## src/rtl/lpc_exc_pkg.sv

```systemverilog
// lpc_exc_pkg: shared constants, types and helpers for the LPC excitation generator
package lpc_exc_pkg;

    localparam int DATA_W_DEF = 16;
    localparam logic [15:0] LFSR_SEED_DEF = 16'hACE1;

    // Right-shifting Galois masks: x^16+x^14+x^13+x^11+1 and x^24+x^23+x^22+x^17+1
    localparam logic [31:0] LFSR_TAPS_16 = 32'h0000_B400;
    localparam logic [31:0] LFSR_TAPS_24 = 32'h00E1_0000;

    typedef logic signed [DATA_W_DEF-1:0] sample_t;

    function automatic logic [31:0] lfsr_taps(input int w);
        return (w == 24) ? LFSR_TAPS_24 : LFSR_TAPS_16;
    endfunction

    // Clamp x into the signed range of a w-bit value
    function automatic logic signed [63:0] sat(input logic signed [63:0] x, input int w);
        logic signed [63:0] hi;
        logic signed [63:0] lo;
        hi = (64'sd1 <<< (w - 1)) - 64'sd1;
        lo = -hi - 64'sd1;
        return (x > hi) ? hi : (x < lo) ? lo : x;
    endfunction

endpackage

```

## src/rtl/lfsr_noise.sv

```systemverilog
// lfsr_noise: Galois LFSR noise source, one step per sample strobe
module lfsr_noise
    import lpc_exc_pkg::*;
#(
    parameter int                 LFSR_W    = 16,
    parameter logic [LFSR_W-1:0]  LFSR_SEED = LFSR_W'(LFSR_SEED_DEF)
) (
    input  logic              clk,
    input  logic              rst,
    input  logic              en,
    output logic [LFSR_W-1:0] lfsr_out
);

    localparam logic [LFSR_W-1:0] TAPS = LFSR_W'(lfsr_taps(LFSR_W));

    logic [LFSR_W-1:0] s;

    // Advance on each strobe; a lock-up in the all-zero state recovers to the seed
    always_ff @(posedge clk) begin
        if (!rst)
            s <= LFSR_SEED;
        else if (en)
            s <= (s == '0) ? LFSR_SEED : (s >> 1) ^ (s[0] ? TAPS : '0);
    end

    assign lfsr_out = s;

endmodule

```

## src/rtl/lpc_excitation_gen.sv

```systemverilog
// lpc_excitation_gen: voiced impulse-train / unvoiced noise excitation for LPC synthesis
module lpc_excitation_gen
    import lpc_exc_pkg::*;
#(
    parameter int                 DATA_W    = 16,
    parameter int                 CNT_W     = 16,
    parameter int                 LFSR_W    = 16,
    parameter logic [LFSR_W-1:0]  LFSR_SEED = LFSR_W'(LFSR_SEED_DEF)
) (
    input  logic                     clk,
    input  logic                     rst,
    input  logic                     en,
    input  logic                     v,
    input  logic [CNT_W-1:0]         pulserate,
    input  logic [CNT_W-1:0]         lpcrate,
    input  logic signed [DATA_W-1:0] gain,
    output logic signed [DATA_W-1:0] exc_out,
    output logic                     exc_valid,
    output logic                     vout,
    output logic                     frame_start
);

    logic [LFSR_W-1:0]         lfsr;
    logic [CNT_W-1:0]          frame_cnt, pitch_cnt, prate_s;
    logic                      v_s;
    logic signed [DATA_W-1:0]  gain_s;

    logic                      bnd, v_n, pulse;
    logic [CNT_W-1:0]          pr_n, pc, pc_nxt, fc_nxt;
    logic signed [DATA_W-1:0]  g_n, noise, exc_n;
    logic signed [2*DATA_W-1:0] prod;
    logic signed [63:0]        sh;

    lfsr_noise #(.LFSR_W(LFSR_W), .LFSR_SEED(LFSR_SEED)) u_lfsr (
        .clk      (clk),
        .rst      (rst),
        .en       (en),
        .lfsr_out (lfsr)
    );

    // Boundary latching is resolved first so the sample uses the new frame's parameters
    always_comb begin
        bnd    = (frame_cnt == '0);
        v_n    = bnd ? v : v_s;
        g_n    = bnd ? gain : gain_s;
        pr_n   = bnd ? pulserate : prate_s;
        fc_nxt = bnd ? ((lpcrate == '0) ? '0 : lpcrate - CNT_W'(1)) : frame_cnt - CNT_W'(1);
        pc     = (bnd && v && !v_s) ? '0 : pitch_cnt;
        pulse  = (pc == '0);
        pc_nxt = !v_n ? pitch_cnt : pulse ? ((pr_n == '0) ? '0 : pr_n - CNT_W'(1)) : pc - CNT_W'(1);
        prod   = $signed(lfsr[DATA_W-1:0]) * g_n;
        sh     = prod >>> (DATA_W - 1);
        noise  = DATA_W'(sat(sh, DATA_W));
        exc_n  = v_n ? (pulse ? g_n : '0) : noise;
    end

    // Counters, shadow registers and the registered output sample
    always_ff @(posedge clk) begin
        if (!rst) begin
            frame_cnt   <= '0;
            pitch_cnt   <= '0;
            v_s         <= 1'b0;
            prate_s     <= '0;
            gain_s      <= '0;
            exc_out     <= '0;
            exc_valid   <= 1'b0;
            vout        <= 1'b0;
            frame_start <= 1'b0;
        end else begin
            exc_valid   <= en;
            frame_start <= en && bnd;
            if (en) begin
                frame_cnt <= fc_nxt;
                pitch_cnt <= pc_nxt;
                v_s       <= v_n;
                prate_s   <= pr_n;
                gain_s    <= g_n;
                exc_out   <= exc_n;
                vout      <= v_n;
            end
        end
    end

endmodule

```

## config.mk

```make
export PLATFORM = sky130hd
export DESIGN_NAME = lpc_excitation_gen
export DESIGN_NICKNAME = d
export VERILOG_FILES = /design/src/rtl/lpc_exc_pkg.sv /design/src/rtl/lfsr_noise.sv /design/src/rtl/lpc_excitation_gen.sv
export SDC_FILE = /design/constraint.sdc
export NUM_CORES = 1
export LEC_CHECK = 0
export BUFFER_PORTS_ARGS = -buffer_cell sky130_fd_sc_hd__buf_4
export CAP_MARGIN = 0
export CORE_MARGIN = 8
export CORE_UTILIZATION = 50
export DETAILED_ROUTE_END_ITERATION = 10
export PLACE_DENSITY_LB_ADDON = 0.2
export SETUP_SLACK_MARGIN = 0.05
export SLEW_MARGIN = 20
export SYNTH_ARGS = -nofsm -noshare
export SYNTH_HDL_FRONTEND = slang
export SYNTH_HIERARCHICAL = 1
export SYNTH_SLANG_ARGS = --single-unit
```

## constraint.sdc

```tcl
create_clock -name clk -period 8.3 [get_ports clk]
set_input_delay 0.83 -clock clk [delete_from_list [all_inputs] [get_ports clk]]
set_output_delay 0.83 -clock clk [all_outputs]
set_load 0.005 [all_outputs]
```

After elaboration in Yosys (flattened, before gate mapping)
Index checks and enable logic that the tools add are counted.
{"block": "totals", "regBits": 99, "out_inout_bits": 19}
{"block": "op_classes", "magnitude_cmp": 2, "mux": 14, "n_reduce_logical": 10, "mul": 1, "bitwise_logic": 1, "n_addsub": 4}
{"cell": "$mux 16", "count": 13}
{"cell": "$logic_not 16->1", "count": 5}
{"cell": "$sub 16x1->16 const B", "count": 4}
{"cell": "$mul 16x16->32", "count": 1}
{"cell": "$gt 17x16->1 const B", "count": 1}
{"cell": "$lt 17x16->1 const B", "count": 1}
{"cell": "$xor 15x16->16", "count": 1}
{"cell": "$logic_and 1x1->1", "count": 3}
{"cell": "$reduce_and 2->1", "count": 1}
{"cell": "$logic_not 1->1", "count": 1}
{"cell": "$mux 1", "count": 1}

Longest topological paths before layout
Gate-level depths: netlist of run 1.
{"block": "logic_depth", "word_depth": 7, "depth_mapped": 35, "depth_no_buf": 30}

By module
Netlist of run 1, hierarchy kept.
{"module": "lpc_excitation_gen", "instances": 1, "area_each_um2": 14834.2, "cells_per_inst": 1764}
{"module": "lfsr_noise", "instances": 1, "area_each_um2": 636.9, "cells_per_inst": 53}

Worst setup path before layout of run 1
OpenSTA, ideal clock, no wires.
{"block": "synth_timing", "path_type": "register -> register", "start": "register frame_cnt[0]", "end": "register exc_out[10]", "t_arrival_ps": 7552, "t_required_ps": 8175, "setup_time_ps": 125, "slack_ps": 623, "stages_incl_launch_ff": 36, "path_buffers": 7, "path_cell_list": "dfxtp_1 inv_1 ha_1 nor4b_1 and4_1 buf_6 buf_12 buf_2 buf_4 buf_2 nand2_1 nand2_1 buf_2 nand2_1 fa_1 inv_1 fa_1 inv_1 fa_1 inv_1 fa_1 fa_1 inv_1 fa_1 inv_1 ha_1 a21oi_1 nand2_1 a221oi_1 o211a_4 o21ai_4 a21o_4 and3_4 a21oi_2 buf_6 a31oi_2"}
{"block": "synth_between", "elab_chain_len": 7}
{"element": "from (decl)", "line_no": "lpc_excitation_gen.sv:24", "text": "logic [CNT_W-1:0] frame_cnt, pitch_cnt, prate_s;"}
{"element": "from (signal assigned)", "line_no": "lpc_excitation_gen.sv:73", "text": "frame_cnt <= fc_nxt;"}
{"element": "$logic_not 16->1 (*)", "line_no": "lpc_excitation_gen.sv:43", "text": "bnd = (frame_cnt == '0);"}
{"element": "$mux 16 or $logic_and 1x1->1 (tied branches)", "line_no": "lpc_excitation_gen.sv:45, lpc_excitation_gen.sv:48"}
{"element": "$mul 16x16->32 or $logic_and 1x1->1 (tied branches)", "line_no": "lpc_excitation_gen.sv:51, lpc_excitation_gen.sv:48"}
{"element": "$lt 17x16->1 or $mux 16 (tied branches)", "line_no": "lpc_exc_pkg.sv:23, lpc_excitation_gen.sv:48"}
{"element": "$mux 16 or $logic_not 16->1 (tied branches)", "line_no": "lpc_exc_pkg.sv:23, lpc_excitation_gen.sv:49"}
{"element": "$mux 16, on equally long branches", "line_no": "lpc_exc_pkg.sv:23, lpc_excitation_gen.sv:54"}
{"element": "$mux 16 (*)", "line_no": "lpc_excitation_gen.sv:54", "text": "exc_n = v_n ? (pulse ? g_n : '0) : noise;"}
{"element": "to (signal assigned)", "line_no": "lpc_excitation_gen.sv:78", "text": "exc_out <= exc_n;"}
{"element": "to (decl)", "line_no": "lpc_excitation_gen.sv:17", "text": "output logic signed [DATA_W-1:0] exc_out,"}
Every way passes the cells marked *; elsewhere a longest branch is shown, timed or not.
A chain may end at the register's enable or synchronous reset.

Worst setup path in the final report of run 1
{"block": "layout_timing", "start": "register frame_cnt[0]", "end": "register exc_out[4]"}
The elaborated chain is that of the path after synthesis.

==> reports/results.md, run 1 <==
| Metric | Value | Unit |
|---|---|---|
| Outcome | complete, no violations | - |
| Number of buffers created by CTS | 9 | - |
| Post-synthesis sequential element count | 99 | - |
| TritonCTS clock tree | yes | - |
| Mapped cell area | 15470 | sq um |
| Clock Path Buffers | 2 | - |
| Overall die height | 191.9 | um |
| CP Depth | 28 | - |
| Antenna diode count | 0 | - |
| Post-synth EDFFs | 0 | - |
| Required time of the worst setup path | 8520 | ps |
| Global-route usage over all layers | 23.33 | % |
| Post-synth top area share | 33.77 | % |
| Critical Path Start Type | register | - |
| Period utilisation layout | 93.88 | % |
| Final setup violation count | 0 | - |
| Buffers plus inverters on the worst setup path | 7 | - |
| Largest net degree at the start of global routing | 88 | - |
| Worst-margin pin slew | 1016 | ps |
| Place WS | 243.5 | ps |
| Worst setup slack for register-to-register paths | 510 | ps |
| Final hold violation count | 0 | - |
| First-pass GRT wire length | 68410 | um |
| Final routed DRC violation total | 0 | - |
| Post-synthesis async set-or-reset flop share | 0 | % |
| Number of nets with antenna violations after routing | 0 | - |
| Core Box Area | 30510 | sq um |
| Slew Viols, Final | 0 | - |
| WHS Endpoint | prate_s[15] | - |
| Die width | 191.9 | um |
| H-tree depth | 3 | - |
| Number of detailed-route iterations in the first pass | 5 | - |
| Starting utilization of the core area | 50.71 | % |
| Critical Path Fanout Max | 18 | - |
| Total wire length after detailed routing | 41270 | um |
| Library cell appearing most often on the critical path | sky130_fd_sc_hd__fa_1 | - |
| Final HPWL DP | 32470 | um |
| Critical path data arrival time | 8020 | ps |
| Die area | 36830 | sq um |
| Number of global-route vias before repair | 12.96k | - |
| Mean area per synthesized cell | 8.515 | sq um |
| Reg-to-Reg Start | frame_cnt[0] | - |
| Instance count of the mapped netlist | 1817 | - |
| Hold Path Depth | 2 | - |
| CTS sink cnt | 99 | - |
| Setup_tns | 0 | ps |
| Via Count | 12.51k | - |
| Crit path time final | 7792 | ps |
| Cell at the root of the clock tree | sky130_fd_sc_hd__clkbuf_16 | - |
| Number of buffer cells added on primary ports | 70 | - |
| Clock transition at the registers of the reported paths | 70 | ps |
| Family with the most delay on the worst path | adder cells | - |
| Cell types occupying the most area after synthesis | sky130_fd_sc_hd__fa_1 (34%), sky130_fd_sc_hd__dfxtp_1 (13%), sky130_fd_sc_hd__inv_1 (7.0%) | - |
| Worst Setup End Kind | register | - |
| Origin of the worst min-delay path | prate_s[15] | - |
| Filler instances | 2854 | - |
| R2r worst-path depth | 28 | - |
| Max-Cap Viols | 0 | - |
| Final weighted congestion in routability-driven placement | 0.9101 | - |
| GRT Residual Overflow | 0 | - |
| Max transition margin | 32.03 | % |
| I/O pins | 71 | - |
| Drt first-iter violations | 777 | - |
| Most instantiated flip-flop cell in the synthesis netlist | sky130_fd_sc_hd__dfxtp_1 | - |
| Number of warnings printed during yosys synthesis | 6 | - |
| Fin nets | 2258 | - |
| Average routed wire per standard cell | 18.25 | um |
| Crit path largest cell delay | 530 | ps |
| Fmax | 128.3 | MHz |
| Worst setup slack after layout | 507.9 | ps |
| Antenna violations before repair | 0 | - |
| Clk_lat worst skew | 350 | ps |
| Cell Rows | 64 | - |
| Sequential cell area fraction in the yosys report | 12.81 | % |
| Fraction of final layout cells sized beyond drive strength 1 | 9.330 | % |
| Per-cell via count in the routed design | 5.533 | - |
| Setup skew after layout | 9.606 | ps |
| Destination of the worst register-to-register timing path | exc_out[4] | - |
| Synth Net Count | 2213 | - |
| Cell taking the most area after synthesis | sky130_fd_sc_hd__fa_1 | - |
| Synthesis-to-layout area growth | 8.621 | % |
| Critical path's slowest cell | sky130_fd_sc_hd__fa_1 | - |
| Yosys cell types | 78 | - |
| Min-delay worst type | register to register | - |
| Category of the most critical setup path | register to register | - |
| Unrepaired setup endpoints after global routing | false | - |
-- Yosys cell counts, drive strengths merged (31+ instances only) --
cell	count
nor3	36
nand2	279
xnor2	36
inv	289
clkbuf	49
ha	83
o21ai	69
and2	86
xor2	31
nor2	108
fa	261
nor2b	54
a21oi	65
dfxtp	99
-- stage by stage --
step	std cells	hold slack [ps]	instance area, sq um	utilization [%]
finish	2261	464.2	16800	55.08
floorplan	1817	439.5	15470	-
CTS	2258	466.7	16750	54.90
global route	2261	495.0	16800	55.08
global placement	2244	449.3	16440	53.89
detailed placement	2244	457.5	16440	53.89
-- kinds of logic after synthesis --
kind of cell	after synthesis	share of synthesized area, %
xor gates and xnor gates	67	3.793
DFF	99	12.81
adders and majority gates	344	40.49
buffers and inverters	366	9.373
muxes	32	2.192
AOI/OAI and AO/OA	243	10.55
and+or+nand+nor	666	20.79
-- layer usage --
metal | wire, um | share of wire [%] | vias to the layer above | GRT usage [%]
li1 | - | - | 5831 | -
met1 | 18330 | 44 | 6289 | 32.21
met2 | 19910 | 48 | 337 | 38.39
met3 | 1932 | 4.7 | 53 | 2.342
met4 | 1098 | 2.7 | 0 | 6.898
met5 | 0 | 0 | - | 0
-- worst max path at each step --
stage          slack, ps          from          end
2_1_floorplan        620  frame_cnt[0]  exc_out[10]
3_3_place_gp         330  frame_cnt[0]  exc_out[14]
3_5_place_dp         240  frame_cnt[0]   exc_out[3]
4_1_cts              180  frame_cnt[0]   exc_out[4]
5_1_grt              100  frame_cnt[0]   exc_out[3]
6_report             510  frame_cnt[0]   exc_out[4]
-- cell type report --
class                      count  area, sq um  area share [%]
multi-input combinational   1352        12090           71.92
sequential                    99         1982           11.79
inverter                     291         1092           6.500
timing repair buffer         109        843.3           5.018
tap                          396        495.5           2.948
clock buffer                  10        229.0           1.363
clock inverter                 4        77.57          0.4616
-- worst register-to-register path: cells and delay by family (launching register included) --
| family | cells | cell delay [ps] |
|---|---|---|
| fa+ha+maj | 8 | 3560 |
| flops | 1 | 330 |
| buf+inv | 7 | 750 |
| compound gates | 7 | 1410 |
| mux | 1 | 410 |
| simple gates | 5 | 1200 |
-- flip-flops by register name (all words and copies together) (netlist names) --
signal           count
exc_out             16
exc_valid            1
prate_s             16
u_lfsr/lfsr_out     16
pitch_cnt           16
gain_s              16
frame_cnt           16
frame_start          1
vout                 1
-- placed cells by master, fill, tap and decap left out, types with 5 or more instances in the layout --
cell                        instances
sky130_fd_sc_hd__a211oi_1          10
sky130_fd_sc_hd__a21o_1             5
sky130_fd_sc_hd__a21oi_1           64
sky130_fd_sc_hd__a22oi_1           10
sky130_fd_sc_hd__a31oi_1           11
sky130_fd_sc_hd__a31oi_2           11
sky130_fd_sc_hd__and2_1            86
sky130_fd_sc_hd__buf_4            107
sky130_fd_sc_hd__clkbuf_16          9
sky130_fd_sc_hd__dfxtp_1           99
sky130_fd_sc_hd__fa_1             259
sky130_fd_sc_hd__ha_1              83
sky130_fd_sc_hd__inv_1            289
sky130_fd_sc_hd__mux2i_1           25
sky130_fd_sc_hd__nand2_1          272
sky130_fd_sc_hd__nand2_2            7
sky130_fd_sc_hd__nand2b_1          19
sky130_fd_sc_hd__nand3_1           20
sky130_fd_sc_hd__nand3b_1           6
sky130_fd_sc_hd__nor2_1           108
sky130_fd_sc_hd__nor2b_1           54
sky130_fd_sc_hd__nor3_1            36
sky130_fd_sc_hd__nor4_1             8
sky130_fd_sc_hd__nor4_2             5
sky130_fd_sc_hd__o211ai_1           5
sky130_fd_sc_hd__o21ai_0           67
sky130_fd_sc_hd__o221ai_1           6
sky130_fd_sc_hd__o22a_1             6
sky130_fd_sc_hd__o22ai_1            8
sky130_fd_sc_hd__or2_2              5
sky130_fd_sc_hd__or3_1             12
sky130_fd_sc_hd__or4_1              6
sky130_fd_sc_hd__xnor2_1           36
sky130_fd_sc_hd__xor2_1            31
-- what timing repair did --
item	CTS	global route
hold buffers	0	0
setup endpoints to repair	0	16
setup buffers	0	3
gates resized for setup	0	11
Power of run 1 is left out: the tool's default activity adds up to more than one toggle a clock period on the data nets, which glitch-free logic cannot reach.
==> run 2, diff against run 1 <==
--- a/config.mk
+++ b/config.mk
@@ -7,8 +7,10 @@
 export LEC_CHECK = 0
 export BUFFER_PORTS_ARGS = -buffer_cell sky130_fd_sc_hd__buf_4
 export CAP_MARGIN = 0
+export CORE_ASPECT_RATIO = 0.6
 export CORE_MARGIN = 8
 export CORE_UTILIZATION = 50
+export CTS_CLUSTER_DIAMETER = 120
 export DETAILED_ROUTE_END_ITERATION = 10
 export PLACE_DENSITY_LB_ADDON = 0.2
 export SETUP_SLACK_MARGIN = 0.05
==> run 2 against run 1 <==
Worst hold slack gained 9.0 ps. Flip-flop and latch count is the same. Non-clock buffer count grew 11. Cell count grew 1.5%. Critical path type unchanged.
==> reports/results.md, run 2 (synthesis results as in run 1) <==
| Metric | Value | Unit | Delta |
|---|---|---|---|
| Crit path largest cell delay | 570 | ps | +40 ps |
| Via Count | 12.62k | - | +0.85% |
| Synthesis-to-layout area growth | 9.188 | % |  |
| I/O pins | 71 | - | unchanged |
| Reg-to-Reg Start | frame_cnt[4] | - |  |
| Length of routed met3 wiring | 2906 | um | +50% |
| Number of buffer cells added on primary ports | 70 | - | unchanged |
| Setup_tns | 0 | ps | unchanged |
| Worst setup slack for register-to-register paths | 420 | ps | -90 ps |
| Most common cell after layout, fill and taps aside | sky130_fd_sc_hd__inv_1 | - |  |
| Unrepaired setup endpoints after global routing | false | - |  |
| Required time of the worst setup path | 8580 | ps | +60 ps |
| Per-cell via count in the routed design | 5.500 | - | -0.60% |
| Number of detailed-route iterations in the first pass | 5 | - | unchanged |
| Global-route usage over all layers | 23.20 | % | -0.14 points |
| Max transition margin | 32.69 | % | +0.67 points |
| GRT Residual Overflow | 0 | - | unchanged |
| Die width | 243.1 | um | +27% |
| Hold Path Depth | 2 | - | unchanged |
| Setup skew after layout | 14.71 | ps | +5.105 ps |
| Critical Path Start Type | register | - |  |
| Die area | 37010 | sq um | +0.50% |
| Max-Cap Viols | 0 | - | unchanged |
| Largest net degree at the start of global routing | 62 | - | -30% |
| Cell at the root of the clock tree | sky130_fd_sc_hd__clkbuf_16 | - |  |
| Fraction of final layout cells sized beyond drive strength 1 | 9.851 | % | +0.52 points |
| Library cell appearing most often on the critical path | sky130_fd_sc_hd__fa_1 | - |  |
| Critical Path Fanout Max | 12 | - | -6 |
| Final hold violation count | 0 | - | unchanged |
| Critical path data arrival time | 8160 | ps | +140 ps |
| R2r worst-path depth | 29 | - | +3.6% |
| Min-delay worst type | register to register | - |  |
| Outcome | complete, no violations | - |  |
| Worst-margin pin slew | 1008 | ps | -7.651 ps |
| H-tree depth | 3 | - | unchanged |
| Clk_lat worst skew | 360 | ps | about the same |
| Starting utilization of the core area | 50.16 | % | -0.55 points |
| Antenna violations before repair | 1 | - | +1 |
| Number of buffers created by CTS | 9 | - | unchanged |
| Total length of routed met2 wires | 17690 | um | -11% |
| Crit path time final | 7879 | ps | +86.66 ps |
| Routed metal-1 wirelength | 20750 | um | +13% |
| Clock transition at the registers of the reported paths | 70 | ps | about the same |
| Final HPWL DP | 34160 | um | +5.2% |
| Clock Path Buffers | 2 | - | unchanged |
| WHS Endpoint | prate_s[13] | - |  |
| Origin of the worst min-delay path | prate_s[13] | - |  |
| Cell Rows | 50 | - | -22% |
| Uppermost layer routed | met4 | - |  |
| Period utilisation layout | 94.92 | % | +1.0 points |
| Final routed DRC violation total | 0 | - | unchanged |
| Final setup violation count | 0 | - | unchanged |
| Number of nets with antenna violations after routing | 0 | - | unchanged |
| Fin nets | 2269 | - | +0.49% |
| Final weighted congestion in routability-driven placement | 0.9494 | - | +4.3% |
| Leading cell types in the layout, fill and taps excluded | sky130_fd_sc_hd__inv_1 (289), sky130_fd_sc_hd__nand2_1 (273), sky130_fd_sc_hd__fa_1 (260), sky130_fd_sc_hd__buf_4 (118), sky130_fd_sc_hd__nor2_1 (108) | - |  |
| First-pass GRT wire length | 69640 | um | +1.8% |
| Drt first-iter violations | 1104 | - | +42% |
| Number of global-route vias before repair | 12.75k | - | -1.6% |
| Fmax | 126.9 | MHz | -1.1% |
| Antenna diode count | 0 | - | unchanged |
| Average routed wire per standard cell | 18.33 | um | +0.41% |
| TritonCTS clock tree | yes | - |  |
| Overall die height | 152.3 | um | -21% |
| CTS sink cnt | 99 | - | unchanged |
| Worst Setup End Kind | register | - |  |
| Destination of the worst register-to-register timing path | exc_out[4] | - |  |
| Core Box Area | 30840 | sq um | +1.1% |
| Slew Viols, Final | 0 | - | unchanged |
| Total wire length after detailed routing | 42050 | um | +1.9% |
| Critical path's slowest cell | sky130_fd_sc_hd__fa_1 | - |  |
| Filler instances | 2885 | - | +1.1% |
| Category of the most critical setup path | register to register | - |  |
-- run 2: timing repair --
action / in CTS / in global routing
endpoints found under the setup margin: 0 / 16
gates resized for setup: 0 / 10
setup buffers: 0 / 0
hold buffers: 0 / 0
-- run 2: through the flow --
| stage | std cells | utilization, % | instance area, sq um | hold WS [ps] | setup WS, ps |
|---|---|---|---|---|---|
| floorplan | 1817 | - | 15470 | 439.5 | 623.2 |
| global route | 2294 | 54.77 | 16890 | 490.9 | 54.95 |
| CTS | 2294 | 54.65 | 16860 | 470.5 | 366.4 |
| detailed placement | 2278 | 53.71 | 16560 | 457.8 | 411.0 |
| global placement | 2278 | 53.71 | 16560 | 448.5 | 417.0 |
| finish | 2294 | 54.77 | 16890 | 473.3 | 421.2 |
-- run 2: final cells by class --
| type | count | area [sq um] | share of cell area, % |
|---|---|---|---|
| flip-flops and latches | 99 | 1982 | 11.73 |
| multi-input cells | 1352 | 12080 | 71.51 |
| well taps | 416 | 520.5 | 3.081 |
| inverters | 291 | 1092 | 6.466 |
| clock buffers | 12 | 256.5 | 1.518 |
| repair buffers | 120 | 925.9 | 5.481 |
| clock inverters | 4 | 35.03 | 0.2074 |
-- run 2: worst max path at each step --
stage                      start     endpoint  slack (ps)
detailed placement  frame_cnt[4]   exc_out[9]         410
finish              frame_cnt[4]   exc_out[4]         420
global route        frame_cnt[4]   exc_out[1]          50
CTS                 frame_cnt[0]   exc_out[4]         370
floorplan           frame_cnt[0]  exc_out[10]         620
global placement    frame_cnt[0]  exc_out[14]         420
-- run 2: worst max-delay path, delay by kind of cell, from the launching register on --
family                   cells  cell delay (ps)
AO/OA/AOI/OAI                6             1060
adder cells (fa/ha/maj)      7             3210
buffers and inverters        6             1010
flip-flops                   1              360
AND/OR/NAND/NOR             10             2140
-- run 2: routing by layer --
layer,up-vias,global-route usage (%)
met5,-,0
met4,0,4.582
met3,44,3.519
met2,420,33.55
met1,6278,36.14
li1,5874,-
Power of run 2 is left out for the same reason.
==> run 3, diff against run 2 <==
--- a/config.mk
+++ b/config.mk
@@ -5,6 +5,7 @@
 export SDC_FILE = /design/constraint.sdc
 export NUM_CORES = 1
 export LEC_CHECK = 0
+export ABC_AREA = 1
 export BUFFER_PORTS_ARGS = -buffer_cell sky130_fd_sc_hd__buf_4
 export CAP_MARGIN = 0
 export CORE_ASPECT_RATIO = 0.6
@@ -19,3 +20,4 @@
 export SYNTH_HDL_FRONTEND = slang
 export SYNTH_HIERARCHICAL = 1
 export SYNTH_SLANG_ARGS = --single-unit
+export TNS_END_PERCENT = 30
==> run 3 against run 2 <==
Worst hold slack improved by 5.4 ps. Routed wire length is 14% higher. Via count up 7.5%. Area after synthesis grew 1.2%. Final area is 0.69% higher. Fmax rose by 1.0%. Synthesized cell count up 14%.
==> reports/results.md, run 3 <==
| Metric | Value | Unit | Delta |
|---|---|---|---|
| Mean area per synthesized cell | 7.539 | sq um | -11% |
| H-tree depth | 3 | - | unchanged |
| Critical path data arrival time | 8110 | ps | -50 ps |
| Worst setup slack for register-to-register paths | 500 | ps | +80 ps |
| Final weighted congestion in routability-driven placement | 0.9911 | - | +4.4% |
| Overall die height | 153.0 | um | +0.52% |
| Most instantiated library cell after synthesis | sky130_fd_sc_hd__inv_1 | - |  |
| Leading cell types in the layout, fill and taps excluded | sky130_fd_sc_hd__inv_1 (437), sky130_fd_sc_hd__nand2_1 (343), sky130_fd_sc_hd__nor2_1 (287), sky130_fd_sc_hd__fa_1 (260), sky130_fd_sc_hd__a21oi_1 (112) | - |  |
| Category of the most critical setup path | register to register | - |  |
| Cell taking the most area after synthesis | sky130_fd_sc_hd__fa_1 | - |  |
| Uppermost layer routed | met4 | - |  |
| Critical Path Start Type | register | - |  |
| Per-cell via count in the routed design | 5.328 | - | -3.1% |
| Die width | 244.4 | um | +0.54% |
| Min-delay worst type | register to register | - |  |
| Average routed wire per standard cell | 18.79 | um | +2.5% |
| Origin of the worst min-delay path | gain_s[15] | - |  |
| Multi-input gate area | 11650 | sq um | -3.6% |
| Post-synth EDFFs | 0 | - | unchanged |
| Slew Viols, Final | 0 | - | unchanged |
| Reg-to-Reg Start | frame_cnt[0] | - |  |
| Family with the most delay on the worst path | adder cells | - |  |
| Cell at the root of the clock tree | sky130_fd_sc_hd__clkbuf_16 | - |  |
| I/O pins | 71 | - | unchanged |
| WHS Endpoint | gain_s[15] | - |  |
| Crit path time final | 7800 | ps | -78.38 ps |
| Cell types occupying the most area after synthesis | sky130_fd_sc_hd__fa_1 (33%), sky130_fd_sc_hd__dfxtp_1 (13%), sky130_fd_sc_hd__inv_1 (11%) | - |  |
| Total area of sequential cells | 1982 | sq um | unchanged |
| Length of routed met3 wiring | 5136 | um | +77% |
| Period utilisation layout | 93.98 | % | -0.94 points |
| Synthesis-to-layout area growth | 8.682 | % |  |
| Final setup violation count | 0 | - | unchanged |
| CTS sink cnt | 99 | - | unchanged |
| GRT Residual Overflow | 0 | - | unchanged |
| Number of buffers created by CTS | 9 | - | unchanged |
| Buffers plus inverters on the worst setup path | 8 | - | +2 |
| Number of nets with antenna violations after routing | 0 | - | unchanged |
| Setup skew after layout | 9.757 | ps | -4.954 ps |
| Sequential cell area fraction in the yosys report | 12.66 | % | -0.15 points |
| CP Depth | 33 | - | +14% |
| Antenna diode count | 0 | - | unchanged |
| Library cell appearing most often on the critical path | sky130_fd_sc_hd__inv_1 | - |  |
| Fraction of final layout cells sized beyond drive strength 1 | 9.343 | % | -0.51 points |
| First-pass GRT wire length | 75720 | um | +8.7% |
| Max transition margin | 37.89 | % | +5.2 points |
| Fmax | 128.2 | MHz | +1.0% |
| Max-Cap Viols | 0 | - | unchanged |
| Most common cell after layout, fill and taps aside | sky130_fd_sc_hd__inv_1 | - |  |
| Clk_lat worst skew | 380 | ps | +20 ps |
| Routed metal-1 wirelength | 22400 | um | +7.9% |
| Mapped cell area | 15650 | sq um | +1.2% |
| Fin nets | 2521 | - | +11% |
| Destination of the worst register-to-register timing path | exc_out[10] | - |  |
| Synth Net Count | 2472 | - | +12% |
| Via Count | 13.56k | - | +7.5% |
| Core Box Area | 30970 | sq um | +0.41% |
| Worst Setup End Kind | register | - |  |
| Filler instances | 3002 | - | +4.1% |
| Drt first-iter violations | 1297 | - | +17% |
| Crit path launch | frame_cnt[0] | - |  |
| Cell Rows | 50 | - | unchanged |
| TritonCTS clock tree | yes | - |  |
| Outcome | complete, no violations | - |  |
| Antenna violations before repair | 0 | - | -1 |
| Required time of the worst setup path | 8610 | ps | +30 ps |
| Number of warnings printed during yosys synthesis | 6 | - | unchanged |
| Synth top cells by count | sky130_fd_sc_hd__inv_1 (440), sky130_fd_sc_hd__nand2_1 (345), sky130_fd_sc_hd__nor2_1 (288) | - |  |
| Die area | 37400 | sq um | +1.1% |
| Cts-stage hold buffer count | 0 | - | unchanged |
| Post-placement cell count | 2525 | - | +11% |
| Number of detailed-route iterations in the first pass | 6 | - | +1 |
| Post-synthesis async set-or-reset flop share | 0 | % | unchanged |
| Unrepaired setup endpoints after global routing | false | - |  |
| Number of global-route vias before repair | 13.52k | - | +6.0% |
| Most instantiated flip-flop cell in the synthesis netlist | sky130_fd_sc_hd__dfxtp_1 | - |  |
| Yosys cell types | 49 | - | -37% |
| Area post-placement | 16610 | sq um | +0.29% |
| Number of buffer cells added on primary ports | 70 | - | unchanged |
| Clock transition at the registers of the reported paths | 70 | ps | about the same |
| Critical Path Fanout Max | 28 | - | +16 |
| Worst-margin pin slew | 925.9 | ps | -82.33 ps |
| Hold Path Depth | 2 | - | unchanged |
| Setup_tns | 0 | ps | unchanged |
| Post-synthesis sequential element count | 99 | - | unchanged |
| Total length of routed met2 wires | 19350 | um | +9.4% |
| Final routed DRC violation total | 0 | - | unchanged |
| Non-Filler Cell Area, Final | 17010 | sq um | +0.69% |
| Final HPWL DP | 39050 | um | +14% |
| Global-route usage over all layers | 25.87 | % | +2.7 points |
| Critical path's slowest cell | sky130_fd_sc_hd__fa_1 | - |  |
| Final hold violation count | 0 | - | unchanged |
| Total wire length after detailed routing | 47850 | um | +14% |
| Post-synth top area share | 33.39 | % | -0.39 points |
| Clock Path Buffers | 2 | - | unchanged |
| Crit path largest cell delay | 560 | ps | about the same |
| Final Non-Filler Cells | 2546 | - | +11% |
| Instance count of the mapped netlist | 2076 | - | +14% |
| R2r worst-path depth | 33 | - | +14% |
| Largest net degree at the start of global routing | 75 | - | +21% |
| Starting utilization of the core area | 50.54 | % | +0.38 points |
run 3: cell count changes in the layout (fill, tap and decap cells not counted), moves of 26 or more:
cell / before / now
sky130_fd_sc_hd__nand2_1: 273 / 343
sky130_fd_sc_hd__nor2b_1: 54 / 0
sky130_fd_sc_hd__nor2_1: 108 / 287
sky130_fd_sc_hd__mux2i_1: 26 / 0
sky130_fd_sc_hd__a21oi_1: 64 / 112
sky130_fd_sc_hd__inv_1: 289 / 437
sky130_fd_sc_hd__and2_1: 86 / 0
run 3: area by class of cell:
class	count	share of cell area, %
clock buffers	10	1.346
clock inverters	6	0.4119
inverters	454	10.13
multi-input cells	1453	68.49
flip-flops and latches	99	11.65
well taps	416	3.060
repair buffers	107	4.870
repair inverters	1	0.04414
run 3: worst max-delay path by stage:
stage	slack [ps]	end
floorplan	930	exc_out[3]
detailed placement	220	exc_out[14]
global placement	410	exc_out[9]
finish	500	exc_out[10]
global route	100	exc_out[10]
CTS	190	exc_out[14]
run 3: worst reg2reg max path: cells and delay by family, from the launching register on:
family | cells | cell delay (ps)
AOI/OAI and AO/OA | 3 | 680
adders and majority gates | 8 | 3590
buffers and inverters | 8 | 1150
DFF | 1 | 310
and+or+nand+nor | 14 | 1980
run 3: per-stage QoR:
| step | hold WS, ps | util (%) | worst slack (ps) |
|---|---|---|---|
| after floorplan | 440.6 | - | 931.9 |
| after global placement | 448.5 | 53.64 | 406.1 |
| after detailed placement | 463.7 | 53.64 | 222.7 |
| after CTS | 474.0 | 54.61 | 186.0 |
| after global routing | 509.1 | 54.93 | 101.8 |
| final | 478.7 | 54.93 | 499.6 |
run 3: cell families after synthesis:
logic type / synth area share [%]
AOI/OAI and AO/OA: 10.14
xor gates and xnor gates: 3.918
adders and majority gates: 40.02
buffers and inverters: 13.01
DFF: 12.66
and+or+nand+nor: 20.25
run 3: what timing repair did:
action / CTS / global route
endpoints found under the hold margin: 0 / 0
resized for setup: 0 / 12
endpoints found under the setup margin: 0 / 15
setup buffers: 0 / 4
run 3: metal layers:
metal | global-route usage (%) | vias up
li1 | - | 6364
met5 | 0 | -
met2 | 36.21 | 593
met1 | 38.58 | 6536
met3 | 7.866 | 71
met4 | 5.629 | 0
Power of run 3 is left out for the same reason.
